**src/rtl/freq_meter_if.sv**
```systemverilog
// Bundle of measurement request and result signals for freq_meter.
// The master side (self-test controller or bench) drives the request and the
// measured signal; the slave side (freq_meter) returns the results.
interface freq_meter_if #(
  parameter int CNT_W = 16
);
  logic             sig_in;
  logic             start;
  logic             cont;
  logic [CNT_W-1:0] period;
  logic [CNT_W-1:0] high_time;
  logic             valid;
  logic             busy;
  logic             timeout;

  modport master (
    output sig_in, start, cont,
    input  period, high_time, valid, busy, timeout
  );

  modport slave (
    input  sig_in, start, cont,
    output period, high_time, valid, busy, timeout
  );
endinterface

```
**src/rtl/freq_meter.sv**
```systemverilog
// Period and high-time meter for a slow digital signal, counted in clockin
// cycles. The input is synchronised, edge-detected, and measured between two
// successive rising edges. Single-shot or continuous operation, with a sticky
// timeout when no edge arrives before the counter saturates.
module freq_meter #(
  parameter int CNT_W = 16
) (
  input  logic         clockin,
  input  logic         reset_n,
  freq_meter_if.slave  bus
);

  typedef enum logic [1:0] {
    ST_IDLE = 2'd0,
    ST_ARM  = 2'd1,
    ST_MEAS = 2'd2
  } state_t;

  localparam logic [CNT_W-1:0] CNT_ZERO = {CNT_W{1'b0}};
  localparam logic [CNT_W-1:0] CNT_ONE  = {{(CNT_W-1){1'b0}}, 1'b1};
  localparam logic [CNT_W-1:0] CNT_MAX  = {CNT_W{1'b1}};

  // Synchroniser pair plus one history flop for edge detection.
  logic r_s1;
  logic r_s2;
  logic r_s3;

  state_t           r_state;
  logic [CNT_W-1:0] r_cnt;
  logic             r_cont;
  logic [CNT_W-1:0] r_period;
  logic [CNT_W-1:0] r_high_time;
  logic             r_valid;
  logic             r_busy;
  logic             r_timeout;

  logic w_rise;
  logic w_fall;
  logic w_cnt_max;

  // Bring sig_in into the clockin domain and keep one cycle of history.
  always_ff @(posedge clockin or negedge reset_n) begin
    if (!reset_n) begin
      r_s1 <= 1'b0;
      r_s2 <= 1'b0;
      r_s3 <= 1'b0;
    end else begin
      r_s1 <= bus.sig_in;
      r_s2 <= r_s1;
      r_s3 <= r_s2;
    end
  end

  // The synchroniser delay is identical for every edge, so it cancels out of
  // all measured differences.
  assign w_rise    = r_s2 & ~r_s3;
  assign w_fall    = ~r_s2 & r_s3;
  assign w_cnt_max = (r_cnt == CNT_MAX);

  // Measurement FSM; counter, results and status flags are all registered here.
  always_ff @(posedge clockin or negedge reset_n) begin
    if (!reset_n) begin
      r_state     <= ST_IDLE;
      r_cnt       <= CNT_ZERO;
      r_cont      <= 1'b0;
      r_period    <= CNT_ZERO;
      r_high_time <= CNT_ZERO;
      r_valid     <= 1'b0;
      r_busy      <= 1'b0;
      r_timeout   <= 1'b0;
    end else begin
      r_valid <= 1'b0;
      case (r_state)
        ST_IDLE: begin
          // Edges seen while idle (including in the start cycle) are ignored.
          if (bus.start) begin
            r_state   <= ST_ARM;
            r_cnt     <= CNT_ZERO;
            r_timeout <= 1'b0;
            r_cont    <= bus.cont;
            r_busy    <= 1'b1;
          end else begin
            r_busy <= 1'b0;
          end
        end

        ST_ARM: begin
          // Wait for the opening rising edge; saturation means a stuck input.
          if (w_rise) begin
            r_state <= ST_MEAS;
            r_cnt   <= CNT_ONE;
          end else if (w_cnt_max) begin
            r_state   <= ST_IDLE;
            r_timeout <= 1'b1;
            r_busy    <= 1'b0;
          end else begin
            r_cnt <= r_cnt + CNT_ONE;
          end
        end

        ST_MEAS: begin
          if (w_rise) begin
            // Closing rise: publish the period. In continuous mode this edge
            // also opens the next measurement, so results come back-to-back.
            r_period <= r_cnt;
            r_valid  <= 1'b1;
            if (r_cont) begin
              r_cnt <= CNT_ONE;
            end else begin
              r_state <= ST_IDLE;
              r_busy  <= 1'b0;
            end
          end else if (w_cnt_max) begin
            // Counter never wraps; previous results are left untouched.
            r_state   <= ST_IDLE;
            r_timeout <= 1'b1;
            r_busy    <= 1'b0;
          end else begin
            r_cnt <= r_cnt + CNT_ONE;
            if (w_fall) begin
              r_high_time <= r_cnt;
            end else begin
              r_high_time <= r_high_time;
            end
          end
        end

        default: begin
          r_state <= ST_IDLE;
          r_busy  <= 1'b0;
        end
      endcase
    end
  end

  assign bus.period    = r_period;
  assign bus.high_time = r_high_time;
  assign bus.valid     = r_valid;
  assign bus.busy      = r_busy;
  assign bus.timeout   = r_timeout;

endmodule

```
**src/flat_wrapper.sv**
```systemverilog
// flat-port wrapper written by rule: the top's interface ports become plain ports
module freq_meter_flat 
#(
  parameter int CNT_W = 16
)
  (clockin, reset_n, bus_sig_in, bus_start, bus_cont, bus_period, bus_high_time, bus_valid, bus_busy, bus_timeout);
  freq_meter_if #(.CNT_W(CNT_W)) bus_i ();
  input  logic clockin;
  input  logic reset_n;
  input wire logic [$bits(bus_i.sig_in)-1:0] bus_sig_in;
  input wire logic [$bits(bus_i.start)-1:0] bus_start;
  input wire logic [$bits(bus_i.cont)-1:0] bus_cont;
  output wire logic [$bits(bus_i.period)-1:0] bus_period;
  output wire logic [$bits(bus_i.high_time)-1:0] bus_high_time;
  output wire logic [$bits(bus_i.valid)-1:0] bus_valid;
  output wire logic [$bits(bus_i.busy)-1:0] bus_busy;
  output wire logic [$bits(bus_i.timeout)-1:0] bus_timeout;
  assign bus_i.sig_in = bus_sig_in;
  assign bus_i.start = bus_start;
  assign bus_i.cont = bus_cont;
  assign bus_period = bus_i.period;
  assign bus_high_time = bus_i.high_time;
  assign bus_valid = bus_i.valid;
  assign bus_busy = bus_i.busy;
  assign bus_timeout = bus_i.timeout;
  freq_meter #(.CNT_W(CNT_W)) u_core (.clockin(clockin), .reset_n(reset_n), .bus(bus_i));
endmodule
```
**config.mk**
```make
export PLATFORM = sky130hd
export DESIGN_NAME = freq_meter_flat
export DESIGN_NICKNAME = d
export VERILOG_FILES = /design/src/rtl/freq_meter_if.sv /design/src/rtl/freq_meter.sv /design/src/flat_wrapper.sv
export SDC_FILE = /design/constraint.sdc
export NUM_CORES = 1
export LEC_CHECK = 0
export CAP_MARGIN = 20
export CORE_UTILIZATION = 30
export DETAILED_ROUTE_END_ITERATION = 7
export SKIP_LAST_GASP = 1
export SLEW_MARGIN = 15
export SYNTH_ARGS = -nofsm -noshare
export SYNTH_HDL_FRONTEND = slang
export SYNTH_SLANG_ARGS = --single-unit
export TNS_END_PERCENT = 30
```
**constraint.sdc**
```tcl
create_clock -name clockin -period 5.75 [get_ports clockin]
set_input_delay 0.575 -clock clockin [delete_from_list [all_inputs] [get_ports clockin]]
set_output_delay 0.575 -clock clockin [all_outputs]
set_load 0.02 [all_outputs]
```
After elaboration in Yosys (flattened, before gate mapping). Cells that the tools add are included.

Register bits: 57. Logic and storage cells: 62.

Reduce and logical (&&, ||, !) cells: 11. Add/sub/neg operators: 1. Bitwise gates (word level): 6. Mux-type cells: 24. Eq/ne operators: 9.

Operators with widths (number): $mux W16 (5); $pmux W16 S3 (1); $add A16 B1 Y16 const B (1); $eq A16 B16 Y1 const B (1); $mux W1 (10); $mux W2 (5); $reduce_and A2 Y1 (4); $reduce_and A4 Y1 (2); $ne A2 B2 Y1 const B (3); $pmux W2 S3 (1); $not A1 Y1 (4); $ne A3 B2 Y1 const B (1); $ne A3 B3 Y1 const B (1); $pmux W1 S3 (1); $reduce_and A3 Y1 (1); $reduce_bool A3 Y1 (1); $and A1 B1 Y1 (2); $eq A2 B1 Y1 const B (1); $eq A2 B2 Y1 const B (1); $logic_not A2 Y1 (1); $ne A2 B1 Y1 const B (1); $pmux W1 S2 (1); $reduce_bool A2 Y1 (1); $reduce_or A2 Y1 (1).

Logic depth before layout (Yosys ltp). Gate-level depths: netlist of the first run.

Depth in word-level cells: 4. Gate-level depth with buffers: 7. Gate-level depth less buffers: 7.

Worst setup path after synthesis of the first run. No wires, ideal clock.

Kind: reg-to-reg. Start point: reg u_core.r_cnt[0]. End point: reg u_core.r_high_time[10], in the netlist u_core.bus.high_time[10]. Stages on the path, launching flop included: 7. Setup slack: 3.841 ns. Required time: 5.625 ns. Library setup time: 0.125 ns. Data arrival time: 1.784 ns. Path through: dfrtp_1 -> ha_1 -> nand3_1 -> nor4_4 -> nor3_4 -> buf_6 -> mux2_4.

Word-level cells in the longest chain between the ends: 3.

Ends and longest elaborated chain: start: declaration (line freq_meter.sv:29) `logic [CNT_W-1:0] r_cnt;`; start signal: assignment (line freq_meter.sv:97) `r_cnt <= r_cnt + CNT_ONE;`; start signal: assignment (line freq_meter.sv:119) `r_cnt <= r_cnt + CNT_ONE;`; $eq A16 B16 Y1 (line freq_meter.sv:58) `assign w_cnt_max = (r_cnt == CNT_MAX);`; $not A1 Y1 (no source line); $reduce_and A4 Y1 (no source line); end signal: assignment (line freq_meter.sv:121) `r_high_time <= r_cnt;`; end signal: assignment (line freq_meter.sv:123) `r_high_time <= r_high_time;`; end: declaration (line freq_meter.sv:32) `logic [CNT_W-1:0] r_high_time;`.

No other way between the ends. A chain may end at the register's enable or synchronous reset.

Worst setup path after layout of the first run.
Start point: reg u_core.r_cnt[0]. End point: reg u_core.r_high_time[3], in the netlist u_core.bus.high_time[3].

The elaborated chain is that of the path after synthesis.

==> metrics, run 1 <==
status=finished, violations left; violations in the final reports=DRC; Peak Freq=408.3 MHz; Layout Skew=0.004715 ns; yosys warns=0; DR pass1 iterations=6; Async SR Flop Fraction=100.0%; Yosys reg bits=57; Pint=around 0.72 mW; detailed-route via count=2111; Synth Cell Area=0.002759 mm2; CP Cell Sequence=ha_1 > nand3_1 > nor4_4 > nor3_4 > mux2_1; DRC violations left=2; clk_lat worst skew=0.33 ns; drt total wl=6.224 mm; Mean Syn Cell Area=roughly 10 um2; CTS resizes=0; postcts setup bufs=0; CORE AREA=0.008806 mm2; clk sinks=57; Post-Layout Cell Count=412; Switching Fraction=34.63%; vias in the first global route=2078; Hold WS=0.3501 ns; min setup slack post-route=3.301 ns; Seq pwr share=43.0%; commonest non-fill, non-tap cell in the layout=dfrtp_1; sw power=0.3829 mW; gr usage total=13.93%; crit path max fanout=16; Synth Flop Type=dfrtp_1; IO Port Bufs=39; critical path class=flip-flop to flip-flop; Power, Total=roughly 1.1 mW; Starting Density=31.33%; maximum vdd drop=218.8 uV; die area=0.009583 mm2; post-DR wirelength/cell=15.11 um; fill count=872; post-route design area=around 0.0034 mm2; crit start category=flip-flop; top cell type's share of synthesized area=51.70%; CTS tree=yes; Layout Nets=310; setup TNS=0 ns; row count=34; antenna viol nets, final=0; P&R area growth vs syn=22.49%; cell count after placement=around 400; Least-Margin Pin Slew=0.9542 ns; Detailed Route Iter0 Violations=between 100 and 150; Hold Startpoint=u_core.r_s1; CTS max path bufs=2; Vias/cell=5.124; CP startpoint=u_core.r_cnt[0]; Crit path required time=5.96 ns; r2r startpoint=u_core.r_cnt[0]; CP max stage cell=nor3_4; GPL Wtd Cong=0.8860; LEAKAGE=1.536 nW; Slew Limit Fails=0; Root Driver=clkbuf_8; Die Span Y=97.90 um; Hold Violations, Final=0; largest net degree at the start of global routing=58; Worst-path clk slew=0.06 ns; antenna violations before repair=0; H-Tree Depth=3; CP arrival=roughly 2.7 ns; largest cells by area after synthesis=dfrtp_1 (52%), nand2_1 (6.9%), mux2_4 (5.4%), a31oi_1 (2.5%), mux2_1 (2.4%); number of synthesized flops with an enable pin=0; final setup fails=0; flop-to-flop setup slack=3.30 ns; maxcap violations=0; Inserted Clock Buffers=9; ratio of cells with drive above 1 in the final layout=10.86%; Tcrit/Tclk final=42.59%; sequential cell area=between 0.001 and 0.0015 mm2; Post-Syn Nets=273; Placed Instance Area=0.003218 mm2; pre-CTS setup slack=3.311 ns; wire length of the first global-routing pass=a little over 10 mm; logic gate share of total power=around 29%; post-synth cell types=just under 50; CP endpoint kind=flip-flop; register area share after synthesis=51.70%; RSZ-0062 raised after global routing=false; Max-slew headroom=36.18%; commonest cells after routing, fill and taps aside=dfrtp_1 (57), nand2_1 (51), clkdlybuf4s50_1 (38); Tmin final=~2.4 ns; highest cell delay on the worst timing path=0.80 ns; Overflow after GRT=0; post-DP HPWL=around 4.2 mm; Clk pwr share=28.4%; cts hold-fix bufs=0; type of the worst min-delay path=flip-flop to flip-flop; # diodes=0; cell count after synthesis=263; Final Core Density=approximately two fifths; Die Wd=97.90 um; area of the multi-input gates=0.001222 mm2; Pwr per Cell Area=~330 mW/mm2; Yosys top cell by area=dfrtp_1; IO Count=40
path summary, 6_finish.rpt:
check / to / cells after the start
worst max-delay path: u_core.bus.high_time[3] / 5
worst min-delay path: u_core.r_s2 / 0
worst max register to register: u_core.bus.high_time[3] / 5
worst min register to register: u_core.r_s2 / 0
max in group asynchronous: u_core.r_cnt[11] / 2
min in group asynchronous: u_core.r_cont / 2
synthesized netlist by cell type (2+ instances only):
library cell,n
mux2_1,6
mux2_4,10
o21ai_0,7
nand4_1,5
o21ai_1,5
nand3_1,9
and3_1,2
nand2_1,51
nor2b_1,2
and4_1,6
buf_2,4
buf_6,2
a31oi_1,11
o311ai_1,3
a211oi_1,4
nor4_1,2
clkbuf_1,9
nor2_1,10
inv_1,8
nor3_1,3
ha_1,5
a41oi_1,3
and2_1,2
a21o_1,2
dfrtp_1,57
a21oi_1,11
nand2b_1,2
registers in the layout (all words and copies together), names as in the netlist:
name and cells:
u_core.bus.high_time 16, u_core.bus.period 16, u_core.r_cnt 16, u_core.r_state 2
u_core.bus.busy 1, u_core.bus.timeout 1, u_core.bus.valid 1, u_core.r_cont 1
u_core.r_s1 1, u_core.r_s2 1, u_core.r_s3 1
critical path, delay by kind of cell, from the launching register on:
kind	cells	cell delay [ns]
adders and majority gates	1	0.26
muxes	1	0.38
DFF	1	0.45
and+or+nand+nor	3	1.23
cells by family (layout without fill, tap and decap cells):
| group | Yosys count | in the layout | share of synthesized area, % |
|---|---|---|---|
| AOI/OAI and AO/OA | 59 | 59 | 14.42 |
| adders and majority gates | 5 | 5 | 2.268 |
| buffers and inverters | 24 | 65 | 3.991 |
| DFF | 57 | 57 | 51.70 |
| muxes | 17 | 17 | 8.299 |
| and+or+nand+nor | 101 | 101 | 19.32 |
power groups by stage:
stage,combinational (mW),clock (mW),sequential (mW)
floorplan,0.198,0,0.495
finish,0.316,0.314,0.476
detailed placement,0.315,0,0.482
global placement,0.316,0,0.480
global route,0.350,0.342,0.483
CTS,0.317,0.326,0.476
area by class of cell:
class | count | area share, %
Clock inverter | 4 | 0.5924
Inverter | 9 | 0.9996
Multi-Input combinational cell | 182 | 36.17
Timing Repair Buffer | 41 | 11.85
Sequential cell | 57 | 42.21
Tap cell | 108 | 3.999
Clock buffer | 11 | 4.184
metal layers:
metal | GRT usage, % | routed length, um | part of all wire (%) | vias up
li1 | - | - | - | 1032
met1 | 18.42 | 3008 | 48 | 1006
met2 | 21.02 | 2785 | 45 | 65
met3 | 5.440 | 354 | 5.7 | 8
met4 | 4.196 | 76 | 1.2 | 0
met5 | 0 | 0 | 0 | -
No activity file was read; power rests on OpenSTA's default activity.
==> run 2, diff against run 1 <==
==> constraint.sdc (replaced) <==
create_clock -name clockin -period 2.5 [get_ports clockin]
set_input_delay 0.25 -clock clockin [delete_from_list [all_inputs] [get_ports clockin]]
set_output_delay 0.25 -clock clockin [all_outputs]
set_load 0.02 [all_outputs]
==> metrics, run 2 (synthesized netlist as in run 1, its figures left out) <==
Worst-path clk slew=0.07 ns; status=finished, violations left; DRC violations left=2; antenna violations before repair=0; Slew Limit Fails=0; flop-to-flop setup slack=0.25 ns; CP max stage cell=nor3_4; CTS resizes=0; critical path class=flip-flop to flip-flop; DR pass1 iterations=8; Vias/cell=5.162; CTS tree=yes; sw power=0.9036 mW; P&R area growth vs syn=25.67%; Hold Violations, Final=0; highest cell delay on the worst timing path=0.80 ns; maximum vdd drop=428.9 uV; IO Count=40; Inserted Clock Buffers=9; commonest non-fill, non-tap cell in the layout=dfrtp_1; fill count=~900; r2r startpoint=u_core.r_cnt[0]; CORE AREA=0.008806 mm2; sequential cell area=~0.0014 mm2; # diodes=0; Tmin final=between 2 and 2.5 ns; wire length of the first global-routing pass=about 11 mm; Hold WS=0.3399 ns; post-DR wirelength/cell=15.72 um; Hold Startpoint=bus_sig_in; Overflow after GRT=0; LEAKAGE=around 1.6 nW; violations in the final reports=DRC; Seq pwr share=between 40% and 50%; setup TNS=0 ns; Die Span Y=~98 um; RSZ-0062 raised after global routing=false; maxcap violations=0; Peak Freq=443.5 MHz; logic gate share of total power=27.7%; CP endpoint kind=flip-flop; H-Tree Depth=3; clk_lat worst skew=~0.34 ns; CTS max path bufs=2; type of the worst min-delay path=input pin to flip-flop; CP Cell Sequence=ha_1 > nand3_1 > nor4_4 > nor3_4 > mux2_1; post-route design area=0.003467 mm2; IO Port Bufs=39; Tcrit/Tclk final=90.19%; detailed-route via count=2163; antenna viol nets, final=0; Starting Density=31.33%; Least-Margin Pin Slew=0.9866 ns; CP startpoint=u_core.r_cnt[0]; area of the multi-input gates=0.001222 mm2; final setup fails=0; Root Driver=clkbuf_8; die area=0.009583 mm2; Pint=1.779 mW; Die Wd=97.90 um; commonest cells after routing, fill and taps aside=dfrtp_1 (57), nand2_1 (51), clkdlybuf4s50_1 (38); drt total wl=6.586 mm; largest net degree at the start of global routing=31; min setup slack post-route=about 0.25 ns; gr usage total=roughly 15%; crit path max fanout=16; ratio of cells with drive above 1 in the final layout=11.90%; clk sinks=57; CP arrival=2.48 ns; Clk pwr share=a little under a third; Max-slew headroom=34.01%; Switching Fraction=about a third; top cell family by delay on the critical path=simple AND/OR/NAND/NOR gates; Pwr per Cell Area=773.7 mW/mm2; Detailed Route Iter0 Violations=102; Crit path required time=2.72 ns; Layout Nets=between 300 and 400; Layout Skew=around 0.0075 ns; post-DP HPWL=4.617 mm; Placed Instance Area=0.003268 mm2; crit path buf inv count=0; vias in the first global route=2227; crit start category=flip-flop; pre-CTS setup slack=0.2453 ns; row count=34; GPL Wtd Cong=0.8788
==> run 2: cell type report <==
class / instances / area share [%]
timing repair buffer: 47 / 13.28
clock inverter: 3 / 1.155
sequential: 57 / 41.14
clock buffer: 13 / 4.294
inverter: 9 / 0.9744
tap: 108 / 3.898
multi-input combinational: 182 / 35.26
==> run 2: timing repair <==
action,CTS,global route
setup endpoints to repair,0,0
endpoints found under the hold margin,27,0
setup buffers,0,0
hold buffers,1,0
==> run 2: final timing paths <==
check                                                to  depth (start not counted)
max in group asynchronous       u_core.bus.high_time[9]                          3
worst min register to register              u_core.r_s2                          0
worst max-delay path            u_core.bus.high_time[3]                          5
worst max register to register  u_core.bus.high_time[3]                          5
worst min-delay path                        u_core.r_s1                          1
min in group asynchronous                   u_core.r_s1                          2
==> run 2: power by group through the flow <==
stage / Sequential [mW] / Clock (mW) / Combinational (mW)
after floorplan: 1.14 / 0 / 0.456
after global placement: 1.10 / 0 / 0.736
after detailed placement: 1.11 / 0 / 0.746
after CTS: 1.09 / 0.870 / 0.751
after global routing: 1.11 / 0.914 / 0.820
final: 1.09 / 0.846 / 0.743
==> run 2: stage by stage <==
| step | power, mW | std cells | utilization [%] |
|---|---|---|---|
| 6_report | 2.683 | 419 | 39.37 |
| 5_1_grt | 2.841 | 419 | 39.37 |
| 4_1_cts | 2.712 | 419 | 39.37 |
| 3_5_place_dp | 1.852 | 402 | 37.11 |
| 3_3_place_gp | 1.840 | 402 | 37.11 |
| 2_1_floorplan | 1.595 | 263 | - |
==> run 2: layer usage <==
| layer | track usage (%) | share of wire [%] | vias up |
|---|---|---|---|
| met5 | 0 | 0 | - |
| met4 | 5.245 | 1.2 | 0 |
| met3 | 5.655 | 5.5 | 7 |
| met2 | 23.73 | 46 | 63 |
| met1 | 19.66 | 47 | 1050 |
| li1 | - | - | 1043 |
